<file path="src/rtl/rtr_tx.sv">
// rtr_tx: four-source round-robin serial frame transmitter.
// Sends {dest[1:0], payload[3:0]} MSB first into the router.
module rtr_tx #(
    parameter int GAP = 1
) (
    input  logic        clk,
    input  logic        rst,
    input  logic [3:0]  src_valid,
    input  logic [15:0] src_data,
    output logic [3:0]  src_ack,
    output logic        out,
    output logic        rx_ready,
    output logic        busy
);

    typedef enum logic [1:0] {
        S_IDLE  = 2'd0,
        S_SHIFT = 2'd1,
        S_GAP   = 2'd2
    } state_t;

    localparam logic [3:0] GAP_LAST = 4'(GAP - 1);

    state_t      state;
    state_t      state_nx;
    logic [1:0]  last_grant;
    logic [1:0]  grant;
    logic        grant_en;
    logic [1:0]  idx;
    logic [5:0]  shreg;
    logic [2:0]  bit_cnt;
    logic [3:0]  gap_cnt;
    logic        rx_q;
    logic        busy_q;

    // round-robin pick: first valid source after last_grant, wrapping
    always_comb begin
        grant    = '0;
        grant_en = 1'b0;
        idx      = '0;
        for (int k = 1; k <= 4; k++) begin
            idx = last_grant + 2'(k);
            if (!grant_en && src_valid[idx]) begin
                grant    = idx;
                grant_en = 1'b1;
            end
        end
    end

    // state register
    always_ff @(posedge clk) begin
        if (rst) state <= S_IDLE;
        else     state <= state_nx;
    end

    // next-state logic
    always_comb begin
        state_nx = state;
        unique case (state)
            S_IDLE:  if (grant_en)          state_nx = S_SHIFT;
            S_SHIFT: if (bit_cnt == 3'd5)   state_nx = S_GAP;
            S_GAP:   if (gap_cnt == GAP_LAST) state_nx = S_IDLE;
            default: state_nx = S_IDLE;
        endcase
    end

    // ack is a same-cycle pulse, suppressed while reset is held
    always_comb begin
        src_ack = '0;
        if (state == S_IDLE && grant_en && !rst)
            src_ack = 4'b0001 << grant;
    end

    // shifter, counters and registered router-facing strobes
    always_ff @(posedge clk) begin
        if (rst) begin
            shreg      <= '0;
            bit_cnt    <= '0;
            gap_cnt    <= '0;
            last_grant <= 2'd3;
            rx_q       <= 1'b0;
            busy_q     <= 1'b0;
        end else begin
            rx_q   <= (state_nx == S_SHIFT);
            busy_q <= (state_nx != S_IDLE);
            unique case (state)
                S_IDLE: begin
                    if (grant_en) begin
                        shreg      <= {grant, src_data[{grant, 2'b00} +: 4]};
                        last_grant <= grant;
                        bit_cnt    <= '0;
                    end
                end
                S_SHIFT: begin
                    shreg   <= {shreg[4:0], 1'b0};
                    bit_cnt <= bit_cnt + 3'd1;
                    if (bit_cnt == 3'd5) gap_cnt <= '0;
                end
                S_GAP: begin
                    gap_cnt <= gap_cnt + 4'd1;
                end
                default: ;
            endcase
        end
    end

    // shreg drains to zero after six shifts, so out is quiet in GAP/IDLE
    assign out      = shreg[5];
    assign rx_ready = rx_q;
    assign busy     = busy_q;

endmodule

</file>
<file path="config.mk">
export PLATFORM = sky130hd
export DESIGN_NAME = rtr_tx
export DESIGN_NICKNAME = d
export VERILOG_FILES = /design/src/rtl/rtr_tx.sv
export SDC_FILE = /design/constraint.sdc
export NUM_CORES = 1
export LEC_CHECK = 0
export CORE_AREA = 2 2 66 43
export DETAILED_ROUTE_END_ITERATION = 8
export DIE_AREA = 0 0 68 45
export PLACE_DENSITY = 0.82
export SLEW_MARGIN = 20
export SYNTH_ARGS = -nofsm -noshare
export SYNTH_HDL_FRONTEND = slang
export SYNTH_SLANG_ARGS = --single-unit
</file>
<file path="constraint.sdc">
create_clock -name clk -period 3.4 [get_ports clk]
set_input_delay 0.34 -clock clk [delete_from_list [all_inputs] [get_ports clk]]
set_output_delay 0.34 -clock clk [all_outputs]
set_load 0.03 [all_outputs]
</file>
Word-level counts from Yosys, hierarchy flattened:

Cells that the tools add are included.

* output and inout bits: 7
* bits of input ports: 22
* word-level logic and storage cells: 68
* register bits: 19

* shift operators: 2
* reduce and logical (&&, ||, !) cells: 17
* order comparisons: 4
* eq/ne operators: 6
* $add $sub $neg: 5
* mux-type cells: 27

Operators with widths (count)
* 16-bit by 5-bit variable part select with 4-bit output: 1
* 2-bit two-way mux: 7
* 2-bit by 3-bit less-than comparator with 1-bit output, second input constant: 4
* 6-bit one-hot mux with 2 select lines: 1
* 1-bit binary-select mux with 2-bit select: 4
* 1-bit two-way mux: 8
* 4-bit two-way mux: 2
* 4-bit one-hot mux with 2 select lines: 1
* 6-bit two-way mux: 1
* 2-bit one-hot mux with 3 select lines: 1
* 3-bit one-hot mux with 2 select lines: 1
* 2-bit AND reduction: 3
* 2-bit nonzero test: 3
* 1-bit logical AND: 5
* 2-bit adder, second input constant: 2
* 4-bit by 1-bit adder with 4-bit output, second input constant: 1
* 2-bit by 1-bit == test with 1-bit output, second input constant: 2
* 1-bit zero test: 4
* 4-bit zero test: 1
* 2-bit != test, second input constant: 2
* 1-bit by 2-bit left shift with 4-bit output, first input constant: 1
* 3-bit by 1-bit adder with 3-bit output, second input constant: 1
* 3-bit == test, second input constant: 1
* 3-bit two-way mux: 1
* other kinds (3): 3

Depth between registers and ports, before layout:

* word-level depth: 16
* mapped depth: 6
* mapped depth without buffers: 6

Worst setup path after synthesis:

No wires, ideal clock.

* path kind: flip-flop to output port
* from: register last_grant[1]
* to: output src_ack[0]
* data arrival time: 2.034 ns
* path buffers: 0
* required time: 3.060 ns
* path slack: 1.026 ns
* stages on the path, launching flop included: 5
* cell sequence: dfxtp_1 mux2i_1 o22ai_2 or2_1 nor4_1

* cells in the longest elaborated chain, start to end: 16
* elaborated cells between the ends (all ways): 29
* classes of those cells: add/sub: 3; shift: 1; mux: 17; reduce/logical: 8

Ends and longest elaborated chain
* start: declaration: line 26 `logic [1:0] last_grant;`
* start signal: assignment: line 90 `last_grant <= grant;`
* 2-bit by 1-bit adder with 2-bit output: line 42 `idx = last_grant + 2'(k);`
* 1-bit binary-select mux with 2-bit select: line 43 `if (!grant_en && src_valid[idx]) begin`
* 1-bit two-way mux (not written as such): line 43
* 1-bit two-way mux: line 43
* 1-bit zero test: line 43
* 1-bit logical AND: line 43
* 1-bit two-way mux: line 43
* 1-bit zero test: line 43
* 1-bit logical AND: line 43
* 1-bit two-way mux: line 43
* 1-bit zero test: line 43
* 1-bit logical AND: line 43
* 1-bit two-way mux: line 43
* 1-bit logical AND (2 in series): line 70 `if (state == S_IDLE && grant_en && !rst)`
* 4-bit two-way mux (*): line 70
* end: declaration: line 10 `output logic [3:0] src_ack,`

Every way passes the cells marked *; elsewhere a longest branch is shown, timed or not. The select of a mux whose other input is x is not followed.

Worst setup path in the final report:

* from: input src_valid[1]
* to: output src_ack[3]

* cells in the longest elaborated chain, start to end: 15
* elaborated cells between the ends (all ways): 26
* classes of those cells: shift: 1; mux: 17; reduce/logical: 8

Ends and longest elaborated chain
* start: declaration: line 8 `input logic [3:0] src_valid,`
* 1-bit binary-select mux with 2-bit select: line 43
* 1-bit two-way mux (not written as such): line 43
* 1-bit two-way mux: line 43
* 1-bit zero test: line 43
* 1-bit logical AND: line 43
* 1-bit two-way mux: line 43
* 1-bit zero test: line 43
* 1-bit logical AND: line 43
* 1-bit two-way mux: line 43
* 1-bit zero test: line 43
* 1-bit logical AND: line 43
* 1-bit two-way mux: line 43
* 1-bit logical AND (2 in series): line 70
* 4-bit two-way mux (*): line 70

Marked as above.

==> flow_summary.yaml <==
timing:
  hold_slack_ps: 493
  tightestPinTransition_ps: 800
  skew_ps: 1.62
  relSlewSlack_pct: 46.5
  fin_tns_setup_ps: 0
  drv_slew: 0
  layout_setup_ws_ps: 481
  fin_crit_sh_pct: 85.8
  max_freq_mhz: 343
  rsz0062_at_grt: "false"
  setup_viol: 0
  timing_hold_violations_final: 0
  finalCriticalPeriod_ps: 2920
drt:
  wl_um: 2720
  vias: 1092
  drt-initial-drc-count: 80
  wl_met3_um: 141
  drc: 0
  dr.pass1.iters: 4
  wl_met2_um: 1200
  met1_length_um: 1340
  top_layer: "met4"
  viasPerCell: 5.72
  antenna_left: 0
  wl_per_cell_um: 14.2
yosys:
  syn_area_per_cell_sq_um: 8.82
  yosysSeqAreaShare_pct: 32.4
  synth-simple-area-share_pct: 19.4
  synthTopCellsByArea: "dfxtp_1 (32%), a2111oi_2 (6.4%), ha_1 (4.3%), a21boi_0 (3.8%), nand2_1 (3.5%)"
  ys_seq_elements: 19
  synth_compound_area_share_pct: 34.0
  synth-warning-count: 0
  synth_top_family_by_area: "compound AO/OA/AOI/OAI gates"
  synth.area.mux_share_pct: 2.77
  dominantRegCellSynth: "dfxtp_1"
  async_flop_share_pct: 0
  synth_top_area_share_pct: 32.4
  synth_top_area_cell: "dfxtp_1"
  syn_inst: 133
  synth_xor_area_share_pct: 0.746
  synth_edf_count: 0
  syn_nets: 159
  synth_cell_types: 45
  synth_fa_ha_area_share_pct: 4.26
  syn_area_sq_um: 1170
pwr:
  peakVddDrop_mv: 0.193
  pwr-share-clk_pct: 28.5
  internal-power_uw: 383
  combPwrFrac_pct: 26.1
  p_leak_uw: 0.000571
  p_total_uw: 543
  p_sw_uw: 160
  sequentialPowerShare_pct: 45.4
  p_per_area_nw_per_um2: 361
  swShare_pct: 29.5
worst_setup_path:
  cp-end-kind: "output port"
  worstPathRequired_ps: 3060
  path_delay_family: "buffers and inverters"
  reg2reg_from: "state[0]$_SDFF_PP0_"
  cp_slowest_cell: "clkdlybuf4s50_1"
  cpMostUsedCell: "clkdlybuf4s50_1"
  path_cells: "clkdlybuf4s50_1, o21a_1, o21ai_2, nand2_1, nor4_1, clkdlybuf4s50_1"
  crit_type: "in2out"
  crit-reg2reg-capture: "gap_cnt[0]$_SDFFE_PP0P_"
  rrSetupSlack_ps: 1430
  cpPeakStageDelay_ps: 710
  worstPathArrival_ps: 2580
  start_kind: "input pin"
  cp_max_fo: 8
  ff2ff_path_depth: 5
  path_buf_inv: 2
cells_and_area:
  final_nets: 186
  drive_above_1_share_pct: 12.6
  area_growth_syn_to_layout_pct: 28.4
  fin_util_pct: 62.3
  diodes: 0
place:
  place_ws_ps: 501
  finalWeightedCongestion: 0.860
  dp_hpwl_um: 2100
  port_buffers: 28
cts:
  postCtsHoldBufs: 0
  cts_tree: "yes"
  root_buffer: "clkbuf_8"
  clk_latency_ps: 260
  cts_resized: 0
  clock-sinks: 19
  cts_buffer_depth: 2
  numCtsBuffers: 3
  cts.clk_slew.worst_paths_ps: 70
  postCtsSetupBuffers: 0
  h-tree-depth: 1
min_path:
  whs_endpoint: "shreg[2]$_SDFFE_PP0P_"
  min-delay-path-class: "reg2reg"
  hold_depth: 2
  hold_start: "shreg[2]$_SDFFE_PP0P_"
global_route:
  grt_pass1_wl_um: 4470
  grtUsageTotal_pct: 20.2
  grt_pass1_vias: 984
  antenna_found_initial: 0
  gr-total-overflow: 0
  grt_max_degree: 19
die:
  start_util_pct: 48.6
  fp.dieH_um: 45
  dieWidth_um: 68
  rows: 14
  fp.dieArea_sq_um: 3060
  pin_count: 29
  core-area_sq_um: 2420
job:
  max-cap-violations: 0
outcome:
  status: "completed"
==> layout make-up <==
cell class | count | area, sq um
Multi-Input combinational cell | 98 | 718
Clock inverter | 1 | 5.00
Sequential cell | 19 | 380
Timing Repair Buffer | 29 | 288
Inverter | 9 | 33.8
Tap cell | 32 | 40.0
Clock buffer | 3 | 41.3
Fill cell | 214 | 911
==> placed cells by master (no fill, tap or decap), drive strengths merged, types with 2 or more instances in the layout <==
cell and instances:
a2111oi 7, a21boi 6, a21oi 8, a22oi 2
a311oi 2, and3 3, clkbuf 3, clkdlybuf4s50 28
dfxtp 19, ha 4, inv 9, mux2 2
nand2 11, nand3 6, nor2 10, nor2b 3
nor4 5, o211ai 3, o21a 2, o21ai 5
o41ai 2
==> synth_stat cells (all sizes together) (2+ instances only) <==
master / count
and3: 3
nor4: 5
nand2: 11
inv: 9
nand3: 6
a21boi: 6
mux2: 2
a311oi: 2
o41ai: 2
a2111oi: 7
dfxtp: 19
clkbuf: 3
ha: 4
a22oi: 2
buf: 4
o211ai: 3
o21a: 2
o21ai: 5
nor2: 10
a21oi: 8
nor2b: 3
==> worst register-to-register path: cells and delay by family (launching register included) <==
kind / cells / cell delay [ps]
AO/OA/AOI/OAI: 1 / 110
AND/OR/NAND/NOR: 4 / 1300
flip-flops: 1 / 460
==> metal layers <==
metal | GRT usage [%] | vias to the layer above
met5 | 0 | -
met4 | 5.60 | 0
met3 | 5.99 | 6
met2 | 32.4 | 28
met1 | 26.9 | 513
li1 | - | 545
==> through the flow <==
stage / cell area, sq um / std cells
6_report: 1510 / 191
3_3_place_gp: 1460 / 187
5_1_grt: 1510 / 191
4_1_cts: 1510 / 191
3_5_place_dp: 1460 / 187
2_1_floorplan: 1170 / 133
==> worst max-delay path by stage <==
stage | startpoint | to | slack, ps | cells after the start
6_report | src_valid[1] | src_ack[3] | 480 | 6
5_1_grt | src_valid[1] | src_ack[3] | 340 | 6
4_1_cts | src_valid[1] | src_ack[3] | 500 | 6
3_5_place_dp | src_valid[1] | src_ack[3] | 500 | 6
3_3_place_gp | src_valid[1] | src_ack[2] | 590 | 6
2_1_floorplan | last_grant[1]$_SDFFE_PP1P_ | src_ack[0] | 1030 | 4
==> power groups by stage <==
stage	clock (uW)	combinational, uW	sequential [uW]
after CTS	158	142	247
final	155	142	247
after detailed placement	0	141	252
after floorplan	0	89.3	254
after global routing	168	155	249
after global placement	0	136	251
==> logic make-up after synthesis <==
family	Yosys count
XOR/XNOR	1
multiplexers	3
AND/OR/NAND/NOR	45
AO/OA/AOI/OAI	45
buffers and inverters	16
adder cells (fa/ha/maj)	4
flip-flops	19
==> flip-flops by register name, summed over array words and instances, names as in the netlist <==
| register | cells |
|---|---|
| bit_cnt | 3 |
| busy | 1 |
| gap_cnt | 4 |
| last_grant | 2 |
| rx_ready | 1 |
| shreg | 6 |
| state | 2 |
Note: power is estimated with default switching activity, not from simulation.
